**config.mk**
```make
export PLATFORM = sky130hd
export DESIGN_NAME = branch_resolve_unit
export DESIGN_NICKNAME = d
export VERILOG_FILES = /design/src/rtl/branch_resolve_unit.sv
export SDC_FILE = /design/constraint.sdc
export NUM_CORES = 1
export LEC_CHECK = 0
export CAP_MARGIN = 20
export CELL_PAD_IN_SITES_DETAIL_PLACEMENT = 0
export CELL_PAD_IN_SITES_GLOBAL_PLACEMENT = 1
export CORE_AREA = 2 2 155 157
export DETAILED_ROUTE_END_ITERATION = 12
export DIE_AREA = 0 0 157 159
export GPL_TIMING_DRIVEN = 0
export MAX_ROUTING_LAYER = met4
export PLACE_DENSITY = 0.77
export SETUP_SLACK_MARGIN = 0.1
export SYNTH_ARGS = -nofsm -noshare
export SYNTH_HDL_FRONTEND = slang
export SYNTH_SLANG_ARGS = --single-unit
```
**constraint.sdc**
```tcl
create_clock -name clk -period 4.81 [get_ports clk]
set_input_delay 0.962 -clock clk [delete_from_list [all_inputs] [get_ports clk]]
set_output_delay 0.962 -clock clk [all_outputs]
set_load 0.005 [all_outputs]
```
**src/rtl/branch_resolve_unit.sv**
```systemverilog
// Branch resolution for the execute stage, plus the small generic FIFO used for its BTB training queue.

// Generic single-clock FIFO; DEPTH must be a power of two.
// Latency: a write is visible at the read side on the cycle after the push.
// Backpressure: wr_rdy drops only when full and no pop happens in the same cycle.
module fifo #(
    parameter int W     = 8,
    parameter int DEPTH = 2
) (
    input  logic         clk,
    input  logic         rst,
    input  logic         wr_vld,
    input  logic [W-1:0] wr_dat,
    output logic         wr_rdy,
    output logic         rd_vld,
    output logic [W-1:0] rd_dat,
    input  logic         rd_rdy
);
    localparam int AW = $clog2(DEPTH);
    localparam logic [AW:0] FULL_CNT = (AW+1)'(DEPTH);

    logic [W-1:0]  mem [DEPTH];
    logic [AW-1:0] wp;
    logic [AW-1:0] rp;
    logic [AW:0]   cnt;
    logic          do_push;
    logic          do_pop;

    assign rd_vld  = (cnt != '0);
    assign do_pop  = rd_vld && rd_rdy;
    // A full queue still takes a write when the head leaves in the same cycle.
    assign wr_rdy  = (cnt != FULL_CNT) || do_pop;
    assign do_push = wr_vld && wr_rdy;
    assign rd_dat  = rd_vld ? mem[rp] : '0;

    always_ff @(posedge clk) begin
        if (do_push) begin
            mem[wp] <= wr_dat;
        end
    end

    always_ff @(posedge clk) begin
        if (rst) begin
            wp  <= '0;
            rp  <= '0;
            cnt <= '0;
        end else begin
            if (do_push) begin
                wp <= wp + AW'(1);
            end
            if (do_pop) begin
                rp <= rp + AW'(1);
            end
            case ({do_push, do_pop})
                2'b10:   cnt <= cnt + (AW+1)'(1);
                2'b01:   cnt <= cnt - (AW+1)'(1);
                default: cnt <= cnt;
            endcase
        end
    end
endmodule

// Resolves fetch-time BTB predictions in EX; redirects and flushes on a mispredict, queues BTB training.
// Latency: resolve in cycle N; redirect, flush and queue write appear in N+1.
// Backpressure: training requests wait on upd_ready; a push into a full, non-popping queue is dropped and counted.
module branch_resolve_unit #(
    parameter int PC_W         = 16,
    parameter int FLUSH_CYCLES = 2,
    parameter int UQ_DEPTH     = 2,
    parameter int CNT_W        = 16
) (
    input  logic             clk,
    input  logic             rst,
    input  logic             stall,
    input  logic             f_valid,
    input  logic [PC_W-1:0]  f_pc,
    input  logic             f_pred_taken,
    input  logic [PC_W-1:0]  f_pred_tgt,
    input  logic             ex_valid,
    input  logic [PC_W-1:0]  ex_pc,
    input  logic [3:0]       ex_opcode,
    input  logic [PC_W-1:0]  ex_target,
    input  logic             lflag,
    input  logic             gflag,
    input  logic             zflag,
    output logic             flush,
    output logic             redirect_vld,
    output logic [PC_W-1:0]  redirect_pc,
    output logic             upd_valid,
    input  logic             upd_ready,
    output logic [PC_W-1:0]  upd_pc,
    output logic [PC_W-1:0]  upd_target,
    output logic             upd_taken,
    output logic [CNT_W-1:0] branch_cnt,
    output logic [CNT_W-1:0] mispred_cnt,
    output logic [CNT_W-1:0] drop_cnt
);
    localparam logic [3:0] OP_JUMP   = 4'b0110;
    localparam logic [3:0] OP_JUMPL  = 4'b0111;
    localparam logic [3:0] OP_JUMPG  = 4'b1000;
    localparam logic [3:0] OP_JUMPE  = 4'b1001;
    localparam logic [3:0] OP_JUMPNE = 4'b1010;
    localparam int FC_W = (FLUSH_CYCLES > 1) ? $clog2(FLUSH_CYCLES) : 1;

    typedef struct packed {
        logic            valid;
        logic            taken;
        logic [PC_W-1:0] tgt;
        logic [PC_W-1:0] pc;
    } pred_t;

    typedef struct packed {
        logic [PC_W-1:0] pc;
        logic [PC_W-1:0] tgt;
        logic            taken;
    } upd_t;

    typedef enum logic {IDLE, FLUSH} state_t;

    state_t          state;
    state_t          state_nxt;
    logic [FC_W-1:0] fcnt;
    logic [FC_W-1:0] fcnt_nxt;
    pred_t           d_q;
    pred_t           ex_q;
    logic            is_jump;
    logic            cond;
    logic            pred_taken;
    logic            mispredict;
    logic            push;
    logic            push_rdy;
    upd_t            push_dat;
    upd_t            head;
    logic [PC_W-1:0] pc_inc;
    logic [PC_W-1:0] actual_next;

    // Flush wins over stall so killed slots never resolve later.
    always_ff @(posedge clk) begin
        if (rst) begin
            d_q  <= '0;
            ex_q <= '0;
        end else begin
            if (!stall) begin
                d_q  <= '{valid: f_valid, taken: f_pred_taken, tgt: f_pred_tgt, pc: f_pc};
                ex_q <= d_q;
            end
            if (flush) begin
                d_q.valid  <= 1'b0;
                ex_q.valid <= 1'b0;
            end
        end
    end

    always_comb begin
        is_jump = 1'b0;
        cond    = 1'b0;
        case (ex_opcode)
            OP_JUMP:   begin is_jump = 1'b1; cond = 1'b1;   end
            OP_JUMPL:  begin is_jump = 1'b1; cond = lflag;  end
            OP_JUMPG:  begin is_jump = 1'b1; cond = gflag;  end
            OP_JUMPE:  begin is_jump = 1'b1; cond = zflag;  end
            OP_JUMPNE: begin is_jump = 1'b1; cond = ~zflag; end
            default:   begin is_jump = 1'b0; cond = 1'b0;   end
        endcase
    end

    // A prediction whose PC no longer matches EX is stale and counts as not-taken.
    assign pred_taken  = ex_q.valid && (ex_q.pc == ex_pc) && ex_q.taken;
    assign pc_inc      = ex_pc + PC_W'(1);
    assign actual_next = (is_jump && cond) ? ex_target : pc_inc;

    always_comb begin
        mispredict = 1'b0;
        push       = 1'b0;
        push_dat   = '0;
        if ((state == IDLE) && ex_valid) begin
            if (is_jump) begin
                push           = 1'b1;
                push_dat.pc    = ex_pc;
                push_dat.tgt   = ex_target;
                push_dat.taken = cond;
                mispredict     = (pred_taken != cond) ||
                                 (cond && pred_taken && (ex_q.tgt != ex_target));
            end else if (pred_taken) begin
                push           = 1'b1;
                push_dat.pc    = ex_pc;
                push_dat.tgt   = pc_inc;
                push_dat.taken = 1'b0;
                mispredict     = 1'b1;
            end
        end
    end

    always_comb begin
        state_nxt = state;
        fcnt_nxt  = fcnt;
        flush     = 1'b0;
        case (state)
            IDLE: begin
                if (mispredict) begin
                    state_nxt = FLUSH;
                    fcnt_nxt  = FC_W'(FLUSH_CYCLES - 1);
                end
            end
            FLUSH: begin
                flush = 1'b1;
                if (fcnt == '0) begin
                    state_nxt = IDLE;
                end else begin
                    fcnt_nxt = fcnt - FC_W'(1);
                end
            end
            default: state_nxt = IDLE;
        endcase
    end

    always_ff @(posedge clk) begin
        if (rst) begin
            state        <= IDLE;
            fcnt         <= '0;
            redirect_vld <= 1'b0;
            redirect_pc  <= '0;
        end else begin
            state        <= state_nxt;
            fcnt         <= fcnt_nxt;
            redirect_vld <= mispredict;
            if (mispredict) begin
                redirect_pc <= actual_next;
            end
        end
    end

    always_ff @(posedge clk) begin
        if (rst) begin
            branch_cnt  <= '0;
            mispred_cnt <= '0;
            drop_cnt    <= '0;
        end else begin
            if (push && is_jump && (branch_cnt != '1)) begin
                branch_cnt <= branch_cnt + CNT_W'(1);
            end
            if (mispredict && (mispred_cnt != '1)) begin
                mispred_cnt <= mispred_cnt + CNT_W'(1);
            end
            if (push && !push_rdy && (drop_cnt != '1)) begin
                drop_cnt <= drop_cnt + CNT_W'(1);
            end
        end
    end

    fifo #(
        .W     ($bits(upd_t)),
        .DEPTH (UQ_DEPTH)
    ) u_upd_q (
        .clk    (clk),
        .rst    (rst),
        .wr_vld (push),
        .wr_dat (push_dat),
        .wr_rdy (push_rdy),
        .rd_vld (upd_valid),
        .rd_dat (head),
        .rd_rdy (upd_ready)
    );

    assign upd_pc     = head.pc;
    assign upd_target = head.tgt;
    assign upd_taken  = head.taken;
endmodule

```
==> run summary, run 1 <==
Status: complete, no violations
First-pass DRT Iterations: 5
PortBufs: 172
RSZ-0062 raised after global routing: no
Worst Max-Slew Pin Slew: 0.937 ns
Yosys warns: 0
CTS Sinks: 206
Register bit total from synthesis: 206
CP required: 5.19 ns
FFs w/ async S/R, synth: 0%
Crit share post-route: 89.3%
CTS max path bufs: 3
Largest net degree at the start of global routing: 34
Fin. Hold Viols: 0
CTS tree: yes
Hpwl dp: 18,200 um
CP Class: in2reg
Hold WC Path Type: reg2reg
Critical path launch point type: input port
Fmax: 0.233 GHz
Most common cell after layout, fill and taps aside: nor2_1
Post-DR vias/cell: 4.90
Die Ht: 159 um
P&R area growth vs syn: 31.2%
Slew Limit Fails: 0
Post-Syn Area: 9180 um^2
Cell Rows: 56
Max-cap violation count: 0
GP Congestion: 0.847
Depth of the CTS H-tree: 1
Post-cts sizing count: 0
Leakage: 0.00441 uW
First-pass GRT wire length: 38,500 um
WL final: 24,500 um
Clock skew: 0.0127 ns
Final hold slack: 0.455 ns
Number of synthesized flops with an enable pin: 66
Initial antenna violation count: 1
Total track usage: 20.3%
Dpl cells: 1,403
Syn Inst Count: 911
Root buffer cell: clkbuf_16
Post-CTS Setup Inserts: 0
Rel. slew slack: 37.4%
Worst-path maximum fanout: 10
I/O pin count: 178
GRT Residual Overflow: 0
Cts bufs inserted: 22
Predominant post-synthesis flop cell: dfxtp_1
Library cells used by synthesis: 43
Die Area: 25,000 um^2
Clk_lat worst skew: 0.50 ns
Starting Density: 39.6%
Iteration-0 DRC Markers: 397
Wire per inst: 16.9 um
Hold-fix buffers, CTS: 0
Vias in the first global route: 6,851
Post-Layout Cell Count: 1,444
Syn nets: 995
Highest-count cells in the layout ignoring fill and taps: nor2_1, clkdlybuf4s50_1, dfxtp_1, mux2i_1, edfxtp_1
Via count: 7,070
Min Tclk post-route: 4.30 ns
Crit path DAT: 4.67 ns
NumNets Final: 1,192
Clock slew at reported path FFs: 0.06 ns
Part of the Yosys area used for sequential elements: 52.1%
Antenna Violating Nets Remaining: 0
Power per Cell Area: 345 nW/um^2
# DRC: 0
Worst setup EP type: register
Share of layout cells above drive strength 1: 4.80%
# setup viols final: 0
Core ar.: 23,200 um^2
Die Width: 157 um
VDD IR max: 0.232 mV
Syn Area/Cell: 10.1 um^2
## layout make-up
cell class | count | area, um^2
Fill cell | 2115 | 11100
Sequential cell | 206 | 4780
Multi-Input combinational cell | 640 | 4140
Timing Repair Buffer | 173 | 1740
Clock buffer | 30 | 633
Tap cell | 319 | 399
Buffer | 53 | 225
Clock inverter | 10 | 75.1
Inverter | 12 | 45.0
Antenna cell | 1 | 2.50
## flip-flops by register name, summed over array words and instances (netlist names), 2 cells and up, named ones only
signal,count
u_upd_q.cnt,2
u_upd_q.mem,66
ex_q,34
redirect_pc,16
mispred_cnt,16
d_q,34
drop_cnt,16
branch_cnt,16
## cell families (layout without fill, tap and decap cells)
logic type / Yosys count / count (layout) / synth area share, %
AND/OR/NAND/NOR: 369 / 369 / 18.9
flip-flops: 206 / 206 / 52.1
multiplexers: 126 / 126 / 13.8
XOR/XNOR: 81 / 81 / 7.81
buffers and inverters: 65 / 278 / 2.94
AO/OA/AOI/OAI: 58 / 58 / 3.62
adder cells (fa/ha/maj): 6 / 6 / 0.818
other: 0 / 1 / 0
## Yosys cell counts (4+ instances only)
cell,count,area (um^2)
mux2_2,6,67.6
nand4_1,23,144
or4_1,5,37.5
o31ai_1,5,37.5
o21ai_0,30,150
nor2_1,177,664
inv_1,12,45.0
and3_1,11,68.8
nor2b_1,23,144
xnor2_1,49,429
clkbuf_1,38,143
nand3_1,23,115
dfxtp_1,140,2800
a21oi_1,13,65.1
mux2i_1,120,1200
xor2_1,31,272
nor4_1,18,113
and2_1,4,25.0
buf_1,9,33.8
ha_1,6,75.1
edfxtp_1,66,1980
nor3_1,13,65.1
nand2_1,50,188
and4_1,6,52.6
or3_1,4,25.0
## path summary, 6_finish.rpt
kind / cells past startpoint / startpoint / endpoint / slack, ns
max: 12 / ex_pc[0] / redirect_pc[8]$_SDFFE_PP0P_ / 0.51
min: 2 / redirect_pc[0]$_SDFFE_PP0P_ / redirect_pc[0]$_SDFFE_PP0P_ / 0.45
max reg2reg: 11 / ex_q[0]$_SDFFE_PP0N_ / redirect_pc[8]$_SDFFE_PP0P_ / 1.36
min reg2reg: 2 / redirect_pc[0]$_SDFFE_PP0P_ / redirect_pc[0]$_SDFFE_PP0P_ / 0.45
## power by group
group	switching (uW)	leakage, uW	internal [uW]	total (uW)
logic	312	0.00227	310	622
clock network	674	0.000350	975	1650
registers	33.1	0.00179	1850	1880
## layer usage
metal	vias up	global-route usage, %	routed length (um)
met1	3304	27.5	11500
met2	170	31.6	11400
met5	-	-	0
met3	38	2.83	1050
li1	3558	-	-
met4	0	5.84	581
## through the flow
step	TNS (ns)	cell area, um^2	setup WS (ns)	utilization [%]	total power, uW
floorplan	0	9180	1.03	-	2240
global placement	-46.79	11300	-0.711	48.7	2540
detailed placement	-0.101	11300	-0.0406	48.9	2550
CTS	0	12000	0.507	51.9	4190
global route	0	12000	0.297	51.9	4330
finish	0	12000	0.513	51.9	4150
## worst max-delay path: stages
cell and delay (ns):
clkdlybuf4s50_1 0.72, xnor2_1 0.18, nand3_1 0.14, or4_1 0.54
nor2_1 0.21, ha_1 0.26, a211oi_1 0.59, or2_4 0.26
buf_6 0.14, buf_2 0.35, mux2i_1 0.25, nor2_1 0.06
Power figures use the tool's default switching activity.
==> inputs of run 2 (changes only) <==
--- a/config.mk
+++ b/config.mk
@@ -5,7 +5,6 @@
 export SDC_FILE = /design/constraint.sdc
 export NUM_CORES = 1
 export LEC_CHECK = 0
-export CAP_MARGIN = 20
 export CELL_PAD_IN_SITES_DETAIL_PLACEMENT = 0
 export CELL_PAD_IN_SITES_GLOBAL_PLACEMENT = 1
 export CORE_AREA = 2 2 155 157
@@ -18,3 +17,4 @@
 export SYNTH_ARGS = -nofsm -noshare
 export SYNTH_HDL_FRONTEND = slang
 export SYNTH_SLANG_ARGS = --single-unit
+export TNS_END_PERCENT = 20
==> results of run 2 <==
The final DEF is identical to that of run 1; final timing and power are the same.
==> inputs of run 3 (changes only) <==
--- a/config.mk
+++ b/config.mk
@@ -7,12 +7,12 @@
 export LEC_CHECK = 0
 export CELL_PAD_IN_SITES_DETAIL_PLACEMENT = 0
 export CELL_PAD_IN_SITES_GLOBAL_PLACEMENT = 1
-export CORE_AREA = 2 2 155 157
+export CORE_AREA = 2 2 150 152
 export DETAILED_ROUTE_END_ITERATION = 12
-export DIE_AREA = 0 0 157 159
+export DIE_AREA = 0 0 152 154
 export GPL_TIMING_DRIVEN = 0
 export MAX_ROUTING_LAYER = met4
-export PLACE_DENSITY = 0.77
+export PLACE_DENSITY = 0.82
 export SETUP_SLACK_MARGIN = 0.1
 export SYNTH_ARGS = -nofsm -noshare
 export SYNTH_HDL_FRONTEND = slang
==> constraint.sdc (replaced) <==
create_clock -name clk -period 5.52 [get_ports clk]
set_input_delay 1.104 -clock clk [delete_from_list [all_inputs] [get_ports clk]]
set_output_delay 1.104 -clock clk [all_outputs]
set_load 0.005 [all_outputs]
==> run 3 against run 2 <==
Sequential share of layout area decreased by 0.13 points. Highest routed layer unchanged. Critical endpoint is now redirect_pc[15]$_SDFFE_PP0P_. Worst hold slack improved by 0.016 ns. Critical path depth unchanged. Critical path type unchanged. Total power decreased by 8.0%. Count of clock-buffer cells in the layout decreased by 5.
==> run summary, run 3 (synthesis results as in run 1) <==
Status: complete, no violations
Min-delay src: fcnt$_SDFFE_PP0P_
Wire per inst: 17.2 um (+1.6%)
CTS tree: yes
Final design utilization: 55.7% (+3.8 points)
Fin. Hold Viols: 0 (unchanged)
Iteration-0 DRC Markers: 499 (+26%)
Post-CTS Setup Inserts: 0 (unchanged)
Total track usage: 20.7% (+0.38 points)
Fillers: 1,935 (-8.5%)
Reg2reg path depth: 11 (unchanged)
Min Tclk post-route: 4.40 ns
Depth of the CTS H-tree: 1 (unchanged)
WL final: 24,200 um (-1.2%)
Crit path DAT: 4.77 ns (+0.10 ns)
Worst Max-Slew Pin Slew: 0.998 ns (+0.0612 ns)
Final hold slack: 0.471 ns (+0.0156 ns)
CP Class: in2reg
Post-cts sizing count: 0 (unchanged)
Clock slew at reported path FFs: 0.06 ns (about the same)
Worst setup EP type: register
Initial antenna violation count: 0 (-1)
RSZ-0062 raised after global routing: no
GRT Residual Overflow: 0 (unchanged)
Hpwl dp: 18,000 um (-1.1%)
Hold WC Path Type: reg2reg
Cts bufs inserted: 22 (unchanged)
Dpl cells: 1,363 (-2.9%)
Clk_lat worst skew: 0.51 ns (about the same)
Crit share post-route: 79.6%
GR peak layer: met2
Root buffer cell: clkbuf_16
PortBufs: 172 (unchanged)
Share of layout cells above drive strength 1: 4.90% (+0.093 points)
Hold path depth: 2 (unchanged)
Fmax: 0.228 GHz
P&R area growth vs syn: 31.6%
Power per Cell Area: 316 nW/um^2 (-8.3%)
# DRC: 0 (unchanged)
Grt met2 use: 32.5% (+0.88 points)
Reg area: 4780 um^2 (unchanged)
Grt met3 use: 3.69% (+0.86 points)
Die Width: 152 um (-3.2%)
Critical path launch point type: input port
CTS max path bufs: 3 (unchanged)
Vias in the first global route: 6,866 (+0.22%)
Rel. slew slack: 33.3% (-4.1 points)
I/O pin count: 178 (unchanged)
Top flop regs: u_upd_q.mem (66), d_q (34), ex_q (34)
Most flop-heavy register: u_upd_q.mem
CTS Sinks: 206 (unchanged)
First-pass DRT Iterations: 5 (unchanged)
Post-Layout Cell Count: 1,403 (-2.8%)
Via count: 7,093 (+0.33%)
Die Ht: 154 um (-3.1%)
First-pass GRT wire length: 37,700 um (-2.2%)
Slew Limit Fails: 0 (unchanged)
Antenna Violating Nets Remaining: 0 (unchanged)
Worst-path maximum fanout: 10 (unchanged)
Starting Density: 42.3% (+2.7 points)
ANT cells: 0 (-1)
Post-DR vias/cell: 5.06 (+3.3%)
Cell Rows: 54 (-3.6%)
Met1 usage: 27.5% (-0.072 points)
Max-cap violation count: 0 (unchanged)
Highest-count cells in the layout ignoring fill and taps: nor2_1, clkdlybuf4s50_1, dfxtp_1, mux2i_1, edfxtp_1
R2R Path End: redirect_pc[15]$_SDFFE_PP0P_
Largest net degree at the start of global routing: 34 (unchanged)
Most common cell after layout, fill and taps aside: nor2_1
# setup viols final: 0 (unchanged)
NumNets Final: 1,191 (-0.084%)
Max reg flops: 66 (unchanged)
Worst R2R Setup Slack: 2.13 ns (+0.77 ns)
Core ar.: 21,700 um^2 (-6.5%)
CP required: 5.89 ns (+0.70 ns)
GP Congestion: 0.889 (+5.0%)
Leakage: 0.00444 uW (+0.76%)
Hold-fix buffers, CTS: 0 (unchanged)
Clock skew: 0.0101 ns (-0.00263 ns)
FF-to-FF Start: ex_q[3]$_SDFFE_PP0N_
VDD IR max: 0.199 mV (-14%)
Multi-input gate area: 4140 um^2 (unchanged)
WHS Endpoint: state$_SDFF_PP0_
Die Area: 23,400 um^2 (-6.2%)
run 3: changes by cell type in the layout (fill, tap and decap cells not counted), sizes merged:
cell,delta
clkinvlp,+1
clkinv,-1
buf,-1
clkbuf,-5
bufinv,+5
diode,-1
run 3: worst max path at each step:
stage                            start                      endpoint  slack (ns)
after floorplan               ex_pc[7]   u_upd_q.mem[0][0]$_DFFE_PP_        1.60
after global placement    ex_opcode[1]   u_upd_q.mem[1][6]$_DFFE_PP_       -0.11
after detailed placement      ex_pc[0]   redirect_pc[2]$_SDFFE_PP0P_        0.62
after CTS                     ex_pc[0]   redirect_pc[2]$_SDFFE_PP0P_        1.15
after global routing          ex_pc[0]   redirect_pc[5]$_SDFFE_PP0P_        0.98
final                         ex_pc[0]  redirect_pc[15]$_SDFFE_PP0P_        1.12
run 3: area by class of cell:
type	count	share of cell area, %
multi-input combinational	640	34.3
clock buffer	25	4.82
inverter	12	0.373
clock inverter	15	1.95
sequential	206	39.6
tap	280	2.90
timing repair buffer	172	14.2
buffer	53	1.86
run 3: per-layer routing:
layer / vias up / routed length, um
met4: 0 / 540
met3: 42 / 1460
li1: 3549 / -
met5: - / 0
met1: 3283 / 11100
met2: 219 / 11000
run 3: worst max-delay path: stages:
cell,delay [ns]
clkdlybuf4s50_1,0.74
xnor2_1,0.17
nand3_1,0.14
or4_1,0.55
nor2_1,0.22
ha_1,0.27
a211oi_1,0.54
or2_4,0.26
buf_6,0.14
buf_2,0.34
mux2i_1,0.23
nor2_1,0.05
run 3: report_power, final:
part	leakage (uW)	switching [uW]	internal, uW
Combinational	0.00226	270	269
Sequential	0.00179	29.7	1610
Clock	0.000392	599	1040
Total	0.00444	899	2920
run 3: per-stage QoR:
stage	instance area, um^2	power, uW	TNS [ns]	setup slack [ns]
floorplan	9180	1950	0	1.60
global placement	11300	2210	-6.85	-0.106
detailed placement	11300	2220	0	0.625
CTS	12100	3850	0	1.15
global route	12100	3970	0	0.982
finish	12100	3820	0	1.12
